**config.mk**
```make
export PLATFORM = sky130hd
export DESIGN_NAME = sensor_bus_arbiter_flat
export DESIGN_NICKNAME = d
export VERILOG_FILES = /design/src/rtl/sensor_bus_arbiter_pkg.sv /design/src/rtl/sensor_bus_arbiter_if.sv /design/src/rtl/sensor_bus_arbiter_timer.sv /design/src/rtl/sensor_bus_arbiter.sv /design/src/flat_wrapper.sv
export SDC_FILE = /design/constraint.sdc
export NUM_CORES = 1
export LEC_CHECK = 0
export CAP_MARGIN = 20
export CORE_MARGIN = 1
export CORE_UTILIZATION = 38
export DETAILED_ROUTE_END_ITERATION = 8
export PLACE_DENSITY = 0.6
export SLEW_MARGIN = 10
export SYNTH_ARGS = -nofsm -noshare
export SYNTH_HDL_FRONTEND = slang
export SYNTH_SLANG_ARGS = --single-unit
```
**constraint.sdc**
```tcl
create_clock -name clk -period 4.3 [get_ports clk]
set_input_delay 1.29 -clock clk [delete_from_list [all_inputs] [get_ports clk]]
set_output_delay 1.29 -clock clk [all_outputs]
set_load 0.005 [all_outputs]
```
**src/rtl/sensor_bus_arbiter_pkg.sv**
```systemverilog
// Shared types and constants for the sensor/display bus arbiter.
// State encodings double as the debug state output.
package sensor_bus_arbiter_pkg;

    typedef enum logic [1:0] {
        ARB_IDLE  = 2'b00,
        ARB_START = 2'b01,
        ARB_BUSY  = 2'b10,
        ARB_GAP   = 2'b11
    } arb_state_t;

    localparam logic REQ_C1 = 1'b0;
    localparam logic REQ_C2 = 1'b1;

    localparam int DEF_TIMEOUT_CYCLES = 1000;
    localparam int DEF_GAP_CYCLES     = 4;

endpackage

```
**src/rtl/sensor_bus_arbiter_if.sv**
```systemverilog
// Handshake bundle between the requesters/bus engine and the arbiter.
// master = requester and engine side, slave = arbiter side.
interface sensor_bus_arbiter_if #(
    parameter int ERR_W = 8
);
    logic             req_c1;
    logic             req_c2;
    logic             done;
    logic             grant_c1;
    logic             grant_c2;
    logic             sel;
    logic             start;
    logic             done_c1;
    logic             done_c2;
    logic             timeout;
    logic [ERR_W-1:0] err_cnt;
    logic [1:0]       state;

    modport master (
        output req_c1, req_c2, done,
        input  grant_c1, grant_c2, sel, start, done_c1, done_c2, timeout, err_cnt, state
    );

    modport slave (
        input  req_c1, req_c2, done,
        output grant_c1, grant_c2, sel, start, done_c1, done_c2, timeout, err_cnt, state
    );
endinterface

```
**src/rtl/sensor_bus_arbiter_timer.sv**
```systemverilog
// Cycle counter with synchronous clear, enable and terminal-count compare.
// Used for both the per-transaction timeout and the inter-transaction gap.
module arb_cycle_timer #(
    parameter int W = 8
) (
    input  logic         clk,
    input  logic         rst_n,
    input  logic         clr,
    input  logic         en,
    input  logic [W-1:0] tc_val,
    output logic         tc
);
    logic [W-1:0] count;

    always_ff @(posedge clk or negedge rst_n) begin
        if (!rst_n) begin
            count <= '0;
        end else if (clr) begin
            count <= '0;
        end else if (en) begin
            count <= count + W'(1);
        end
    end

    assign tc = (count == tc_val);
endmodule

```
**src/rtl/sensor_bus_arbiter.sv**
```systemverilog
// Round-robin arbiter sharing one bus engine between C1 (temperature read)
// and C2 (device connect/config), with timeout abort and idle guard gap.
//
//  state     | meaning
//  ----------+-------------------------------------------------
//  ARB_IDLE  | no owner, waiting for a request
//  ARB_START | grant issued, start pulse to the bus engine
//  ARB_BUSY  | waiting for engine done, timeout counter running
//  ARB_GAP   | guard gap after a transaction, requests held off
module sensor_bus_arbiter
    import sensor_bus_arbiter_pkg::*;
#(
    parameter int TIMEOUT_CYCLES = DEF_TIMEOUT_CYCLES,
    parameter int TMR_W          = 10,
    parameter int GAP_CYCLES     = DEF_GAP_CYCLES,
    parameter int GAP_W          = 3,
    parameter int ERR_W          = 8
) (
    input logic                 clk,
    input logic                 rst_n,
    sensor_bus_arbiter_if.slave bus
);
    localparam logic [TMR_W-1:0] TMR_TC = TMR_W'(TIMEOUT_CYCLES - 1);
    localparam logic [GAP_W-1:0] GAP_TC = GAP_W'((GAP_CYCLES > 0) ? GAP_CYCLES - 1 : 0);
    localparam arb_state_t       POST_STATE = (GAP_CYCLES == 0) ? ARB_IDLE : ARB_GAP;

    arb_state_t       state_q, state_d;
    logic             grant_c1_q, grant_c1_d;
    logic             grant_c2_q, grant_c2_d;
    logic             sel_q, sel_d;
    logic             start_q, start_d;
    logic             done_c1_q, done_c1_d;
    logic             done_c2_q, done_c2_d;
    logic             timeout_q, timeout_d;
    logic             last_q, last_d;
    logic [ERR_W-1:0] err_q, err_d;
    logic             winner;
    logic             tmr_tc;
    logic             gap_tc;

    arb_cycle_timer #(.W(TMR_W)) u_tmr (
        .clk    (clk),
        .rst_n  (rst_n),
        .clr    (state_q != ARB_BUSY),
        .en     (state_q == ARB_BUSY),
        .tc_val (TMR_TC),
        .tc     (tmr_tc)
    );

    arb_cycle_timer #(.W(GAP_W)) u_gap (
        .clk    (clk),
        .rst_n  (rst_n),
        .clr    (state_q != ARB_GAP),
        .en     (state_q == ARB_GAP),
        .tc_val (GAP_TC),
        .tc     (gap_tc)
    );

    // On a tie the requester that did not win last time gets the bus.
    assign winner = (bus.req_c1 && bus.req_c2) ? ~last_q : bus.req_c2;

    always_comb begin
        state_d    = state_q;
        grant_c1_d = grant_c1_q;
        grant_c2_d = grant_c2_q;
        sel_d      = sel_q;
        last_d     = last_q;
        err_d      = err_q;
        start_d    = 1'b0;
        done_c1_d  = 1'b0;
        done_c2_d  = 1'b0;
        timeout_d  = 1'b0;
        case (state_q)
            ARB_IDLE: begin
                if (bus.req_c1 || bus.req_c2) begin
                    state_d    = ARB_START;
                    grant_c1_d = (winner == REQ_C1);
                    grant_c2_d = (winner == REQ_C2);
                    sel_d      = winner;
                    last_d     = winner;
                    start_d    = 1'b1;
                end
            end
            ARB_START: state_d = ARB_BUSY;
            ARB_BUSY: begin
                if (bus.done) begin
                    done_c1_d  = (sel_q == REQ_C1);
                    done_c2_d  = (sel_q == REQ_C2);
                    grant_c1_d = 1'b0;
                    grant_c2_d = 1'b0;
                    state_d    = POST_STATE;
                end else if (tmr_tc) begin
                    timeout_d  = 1'b1;
                    grant_c1_d = 1'b0;
                    grant_c2_d = 1'b0;
                    err_d      = (err_q == '1) ? err_q : err_q + ERR_W'(1);
                    state_d    = POST_STATE;
                end
            end
            ARB_GAP: begin
                if (gap_tc) state_d = ARB_IDLE;
            end
            default: state_d = ARB_IDLE;
        endcase
    end

    always_ff @(posedge clk or negedge rst_n) begin
        if (!rst_n) begin
            state_q    <= ARB_IDLE;
            grant_c1_q <= 1'b0;
            grant_c2_q <= 1'b0;
            sel_q      <= 1'b0;
            start_q    <= 1'b0;
            done_c1_q  <= 1'b0;
            done_c2_q  <= 1'b0;
            timeout_q  <= 1'b0;
            last_q     <= REQ_C2;
            err_q      <= '0;
        end else begin
            state_q    <= state_d;
            grant_c1_q <= grant_c1_d;
            grant_c2_q <= grant_c2_d;
            sel_q      <= sel_d;
            start_q    <= start_d;
            done_c1_q  <= done_c1_d;
            done_c2_q  <= done_c2_d;
            timeout_q  <= timeout_d;
            last_q     <= last_d;
            err_q      <= err_d;
        end
    end

    assign bus.grant_c1 = grant_c1_q;
    assign bus.grant_c2 = grant_c2_q;
    assign bus.sel      = sel_q;
    assign bus.start    = start_q;
    assign bus.done_c1  = done_c1_q;
    assign bus.done_c2  = done_c2_q;
    assign bus.timeout  = timeout_q;
    assign bus.err_cnt  = err_q;
    assign bus.state    = state_q;
endmodule
```
**src/flat_wrapper.sv**
```systemverilog
// flat-port wrapper written by rule: the top's interface ports become plain ports
module sensor_bus_arbiter_flat import sensor_bus_arbiter_pkg::*;
#(
    parameter int TIMEOUT_CYCLES = DEF_TIMEOUT_CYCLES,
    parameter int TMR_W          = 10,
    parameter int GAP_CYCLES     = DEF_GAP_CYCLES,
    parameter int GAP_W          = 3,
    parameter int ERR_W          = 8
)
  (clk, rst_n, bus_req_c1, bus_req_c2, bus_done, bus_grant_c1, bus_grant_c2, bus_sel, bus_start, bus_done_c1, bus_done_c2, bus_timeout, bus_err_cnt, bus_state);
  sensor_bus_arbiter_if #(.ERR_W(ERR_W)) bus_i ();
  input logic clk;
  input logic rst_n;
  input wire logic [$bits(bus_i.req_c1)-1:0] bus_req_c1;
  input wire logic [$bits(bus_i.req_c2)-1:0] bus_req_c2;
  input wire logic [$bits(bus_i.done)-1:0] bus_done;
  output wire logic [$bits(bus_i.grant_c1)-1:0] bus_grant_c1;
  output wire logic [$bits(bus_i.grant_c2)-1:0] bus_grant_c2;
  output wire logic [$bits(bus_i.sel)-1:0] bus_sel;
  output wire logic [$bits(bus_i.start)-1:0] bus_start;
  output wire logic [$bits(bus_i.done_c1)-1:0] bus_done_c1;
  output wire logic [$bits(bus_i.done_c2)-1:0] bus_done_c2;
  output wire logic [$bits(bus_i.timeout)-1:0] bus_timeout;
  output wire logic [$bits(bus_i.err_cnt)-1:0] bus_err_cnt;
  output wire logic [$bits(bus_i.state)-1:0] bus_state;
  assign bus_i.req_c1 = bus_req_c1;
  assign bus_i.req_c2 = bus_req_c2;
  assign bus_i.done = bus_done;
  assign bus_grant_c1 = bus_i.grant_c1;
  assign bus_grant_c2 = bus_i.grant_c2;
  assign bus_sel = bus_i.sel;
  assign bus_start = bus_i.start;
  assign bus_done_c1 = bus_i.done_c1;
  assign bus_done_c2 = bus_i.done_c2;
  assign bus_timeout = bus_i.timeout;
  assign bus_err_cnt = bus_i.err_cnt;
  assign bus_state = bus_i.state;
  sensor_bus_arbiter #(.TIMEOUT_CYCLES(TIMEOUT_CYCLES), .TMR_W(TMR_W), .GAP_CYCLES(GAP_CYCLES), .GAP_W(GAP_W), .ERR_W(ERR_W)) u_core (.clk(clk), .rst_n(rst_n), .bus(bus_i));
endmodule
```
# Yosys cells after proc, flatten, opt, wreduce, memory -nomap -nowiden
# Cells that the tools add are included.
[totals] regBits=31 input_bits=5 out_inout_bits=17 wordCells=66
[op_classes] addsub=3 n_eq_ne=11 mux=25 n_bitwise=5 reduce_logical=10
[ops] op="$mux 10" n=2
[ops] op="$mux 1" n=14
[ops] op="$add 10x1->10 const B" n=1
[ops] op="$eq 10x10->1 const B" n=1
[ops] op="$add 8x1->8 const B" n=1
[ops] op="$eq 8x8->1 const B" n=1
[ops] op="$mux 2" n=4
[ops] op="$pmux 2 s4" n=1
[ops] op="$mux 3" n=2
[ops] op="$reduce_and 3->1" n=2
[ops] op="$reduce_bool 2->1" n=3
[ops] op="$not 1->1" n=5
[ops] op="$eq 2x2->1 const B" n=2
[ops] op="$ne 2x1->1 const B" n=2
[ops] op="$ne 2x2->1 const B" n=2
[ops] op="$pmux 1 s2" n=2
[ops] op="$reduce_and 4->1" n=1
[ops] op="$add 3x1->3 const B" n=1
[ops] op="$eq 3x2->1 const B" n=1
[ops] op="$ne 3x2->1 const B" n=1
[ops] op="$eq 2x1->1 const B" n=1
[ops] op="$logic_not 2->1" n=1
[ops] op="$reduce_and 2->1" n=1
[ops] op="$logic_and 1x1->1" n=1
[ops] op="$logic_or 1x1->1" n=1

# Longest topological paths before layout
[depth] depth_word=5 mapped_depth=6 depth_no_buf=6

# Modules after synthesis
# From an unflattened synthesis, not the netlist that was laid out.
[unflattened] hier_cells=159 area_unflattened_um2=1675.4
[by_module_without_submodules] mod="sensor_bus_arbiter" instances=1 cells_per_inst=83 area_per_inst_um2=904.6 seq_area_each_um2=451.7
[by_module_without_submodules] mod="arb_cycle_timer (u_core.u_tmr)" instances=1 cells_per_inst=61 area_per_inst_um2=594.3 seq_area_each_um2=250.2
[by_module_without_submodules] mod="arb_cycle_timer (u_core.u_gap)" instances=1 cells_per_inst=15 area_per_inst_um2=176.4 seq_area_each_um2=75.1

# Worst setup path before layout
# Ideal clock, no wire load.
[synth_timing] path_type="input to register" start="input bus_done" end="register u_core.err_q[1] (netlist: u_core.bus.err_cnt[1])" setup_time_ns=0.125 arrival_time_ns=2.278 t_required_ns=4.175 path_slack_ns=1.897 path_stages=4 n_path_buf=0 cell_sequence="nand2b_1 > nor4_4 > nand2_1 > mux2_2"
[synth_between] elab_chain_cells=2
[synth_rtl] element="start, declared" line="flat_wrapper.sv:16" text="input wire logic [$bits(bus_i.done)-1:0] bus_done;"
[synth_rtl] element="$not 1->1 (no source line)"
[synth_rtl] element="$reduce_and 4->1 (no source line)"
[synth_rtl] element="end signal, assigned" line="sensor_bus_arbiter.sv:129" text="err_q <= err_d;"
[synth_rtl] element="end, declared" line="sensor_bus_arbiter.sv:36" text="logic [ERR_W-1:0] err_q, err_d;"
# No other way between the ends.
# A chain may end at the register's enable or synchronous reset.

# Worst setup path after layout
[layout_timing] start="input bus_done" end="register u_core.err_q[6] (netlist: u_core.bus.err_cnt[6])"
# The elaborated chain is that of the path after synthesis.

==> impl_metrics.py <==
metrics = {
    "floorplan": {
        "ios": 22,
        "die_area_um2": 4120,
        "coreArea_um2": 3690,
        "die_h_um": 64.2,
        "fp-row-count": 22,
        "die-width_um": 64.2,
        "start_util_pct": 39.9,
    },
    "placement": {
        "port_buffers": 21,
        "dp_hpwl_um": 1820,
        "post-place-cells": 198,
        "place.gp.congestion": 0.747,
    },
    "logic_synthesis": {
        "yosys.area.top_type": "dfrtp_1",
        "ys_types": 32,
        "synthCells": 131,
        "synth_top_family_by_area": "simple AND/OR/NAND/NOR gates",
        "synth-seq-area-share_pct": 52.8,
        "syn-cell-area_um2": 1470,
        "yosys_register_bits": 31,
        "synthSimpleGateAreaFrac_pct": 22.1,
        "synth-compound-area-share_pct": 5.02,
        "muxShareOfSynthArea_pct": 2.98,
        "synthAdderAreaFrac_pct": 6.80,
        "synth_xor_area_share_pct": 7.74,
        "synth_warnings": 0,
        "synthTopCellsByArea": "dfrtp_1 (51%), ha_1 (6.8%), xnor2_1 (6.0%)",
        "yosysTopAreaCellShare_pct": 51.0,
        "syn-num-nets": 144,
        "syn_area_per_cell_um2": 11.2,
    },
    "layout": {
        "fin_nets": 170,
        "instances_no_fill": 206,
        "area_growth_pct": 24.7,
        "fillers": 344,
        "drive_above_1_share_pct": 10.1,
        "antennaDiodeCount": 0,
        "utilization_pct": 49.7,
    },
    "critical_path": {
        "crit_type": "in2reg",
        "reg2reg_to": "u_core.bus.err_cnt[6]",
        "cp.arrival_ps": 2880,
        "crit_cells": 5,
        "ff2ff_setup_slack_ps": 2240,
        "critPathRequiredTime_ps": 4470,
        "rr_worst_depth": 6,
        "reg2reg_from": "u_core.bus.state[0]",
        "cp-start-kind": "input port",
        "crit_buf_inv": 1,
        "max_stage_delay_ps": 490,
        "crit_family": "simple AND/OR/NAND/NOR gates",
        "end_kind": "register",
        "critPathSlowestCell": "nor4_4",
        "worstPathCellList": "clkdlybuf4s50_1 > nand2b_1 > nor4_4 > nand4_1 > mux2_2",
        "crit_fanout": 9,
    },
    "detailed_routing": {
        "post_drt_wl_per_cell_um": 12.4,
        "wl_um": 2550,
        "vias": 997,
        "drtAntennaViolNets": 0,
        "first_pass_iters": 4,
        "drc": 0,
        "dr.first_iter.drc_count": 55,
        "via_per_inst": 4.84,
    },
    "sta": {
        "setup_viol": 0,
        "max_freq_ghz": 0.369,
        "hold_viol": 0,
        "min_period_ps": 2710,
        "skew_ps": 4.69,
        "rsz0062_at_grt": "false",
        "worst_slew_pin_slew_ps": 474,
        "post-route-period-util_pct": 63.0,
        "slew_headroom_pct": 68.2,
        "report.final.slew_viol_count": 0,
        "setup-tns-final_ps": 0,
    },
    "global_route": {
        "overflow": 0,
        "antenna_found_initial": 0,
        "grt_max_degree": 32,
        "grt_pass1_vias": 985,
        "grtUsageTotal_pct": 14.3,
        "grt_pass1_wl_um": 4370,
    },
    "clock_tree": {
        "cts-htree-levels": 2,
        "clock_path_buffers": 2,
        "cts_buffers": 5,
        "path_clk_slew_ps": 60,
        "cts.sinks": 31,
        "cts_resized": 0,
        "hold_buffers": 0,
        "postCtsSetupRepairBufs": 0,
        "cts_tree": "done",
        "insertion_delay_ps": 280,
        "clock-root-buffer": "clkbuf_8",
    },
    "worst_hold_path": {
        "whs_path_depth": 1,
        "min_to": "u_core.u_gap.count[0]",
        "holdCritPathClass": "reg2reg",
        "worstHoldStart": "u_core.u_gap.count[0]",
    },
    "pwr": {
        "leakagePower_nw": 0.836,
        "irDropWorstVdd_uv": 303,
        "power.total_uw": 871,
        "power.density_nw_per_um2": 475,
    },
    "outcome": {
        "outcome": "finished, final reports clean",
    },
    "job": {
        "maxCapViolations": 0,
    },
}
==> worst reg2reg max path: stages (launching register included) <==
cell and delay [ps]:
dfrtp_1 400, inv_1 130, ha_1 320, nand2b_1 140
nor4_4 490, nand4_1 180, mux2_2 300
==> flip-flops by register name, indices dropped and copies added (netlist names) <==
| signal | count |
|---|---|
| u_core.bus.done_c1 | 1 |
| u_core.bus.done_c2 | 1 |
| u_core.bus.err_cnt | 8 |
| u_core.bus.grant_c1 | 1 |
| u_core.bus.grant_c2 | 1 |
| u_core.bus.sel | 1 |
| u_core.bus.start | 1 |
| u_core.bus.state | 2 |
| u_core.bus.timeout | 1 |
| u_core.last_q | 1 |
| u_core.u_gap.count | 3 |
| u_core.u_tmr.count | 10 |
==> stage by stage <==
| stage | worst slack, ps | instance area (um^2) | hold WS (ps) |
|---|---|---|---|
| 2_1_floorplan | 1900 | 1470 | 409 |
| 3_3_place_gp | 1330 | 1730 | 422 |
| 3_5_place_dp | 1300 | 1730 | 429 |
| 4_1_cts | 1600 | 1830 | 438 |
| 5_1_grt | 1520 | 1830 | 445 |
| 6_report | 1590 | 1830 | 432 |
==> synth_stat cells <==
cell type,number
dfrtp_1,30
nor2_1,11
xnor2_1,10
nand2_1,9
ha_1,8
nand3_1,7
inv_1,6
and3_1,5
and2_1,4
nand2b_1,4
nand4_1,4
nor2b_1,4
mux2_2,3
xor2_1,3
a21oi_1,2
a31oi_1,2
clkbuf_1,2
nor3_1,2
o21ai_0,2
a21o_1,1
a22o_1,1
a32oi_1,1
and3_2,1
and4_1,1
buf_4,1
dfstp_2,1
mux2i_1,1
nand4_4,1
nand4b_1,1
nor4_4,1
o311ai_2,1
or3_1,1
==> cells in the final DEF (no fill, tap or decap), types with 3 or more instances in the layout <==
cell | Yosys | routed
and2_1 | 4 | 4
and3_1 | 5 | 5
clkbuf_8 | 0 | 7
clkdlybuf4s50_1 | 0 | 21
dfrtp_1 | 30 | 30
ha_1 | 8 | 8
inv_1 | 6 | 6
mux2_2 | 3 | 3
nand2_1 | 9 | 9
nand2b_1 | 4 | 4
nand3_1 | 7 | 7
nand4_1 | 4 | 4
nor2_1 | 11 | 11
nor2b_1 | 4 | 4
xnor2_1 | 10 | 10
xor2_1 | 3 | 3
==> kinds of logic (layout without fill, tap and decap cells) <==
| logic type | count (synthesis) | in the layout |
|---|---|---|
| multiplexers | 4 | 4 |
| buffers and inverters | 9 | 36 |
| XOR/XNOR | 13 | 13 |
| flip-flops | 31 | 31 |
| AO/OA/AOI/OAI | 10 | 10 |
| AND/OR/NAND/NOR | 56 | 56 |
| adder cells (fa/ha/maj) | 8 | 8 |
==> power by group <==
part / total, mW / switching [mW] / internal, mW
logic: 0.250 / 0.121 / 0.129
registers: 0.378 / 0.0338 / 0.344
clock network: 0.243 / 0.0976 / 0.146
total: 0.871 / 0.252 / 0.619
==> metal layers <==
layer,GRT usage [%],routed length [um],vias to the layer above
met5,0,0,-
met4,9.17,61,0
met3,3.75,83,6
met2,22.7,1240,17
met1,17.0,1170,474
li1,-,-,500
==> worst max-delay path by stage <==
stage,from,endpoint,slack [ps]
after CTS,bus_done,u_core.bus.err_cnt[6],1600
after global routing,bus_done,u_core.bus.err_cnt[6],1520
final,bus_done,u_core.bus.err_cnt[6],1590
after detailed placement,bus_done,u_core.bus.err_cnt[1],1300
after global placement,bus_done,u_core.bus.err_cnt[1],1330
after floorplan,bus_done,u_core.bus.err_cnt[1],1900
==> cell type report <==
type | count | area [um^2] | share of cell area, %
Clock buffer | 8 | 100 | 5.46
Inverter | 6 | 22.5 | 1.23
Multi-Input combinational cell | 91 | 657 | 35.8
Sequential cell | 31 | 777 | 42.4
Tap cell | 48 | 60.1 | 3.27
Timing Repair Buffer | 22 | 218 | 11.9
Power figures use the tool's default switching activity.
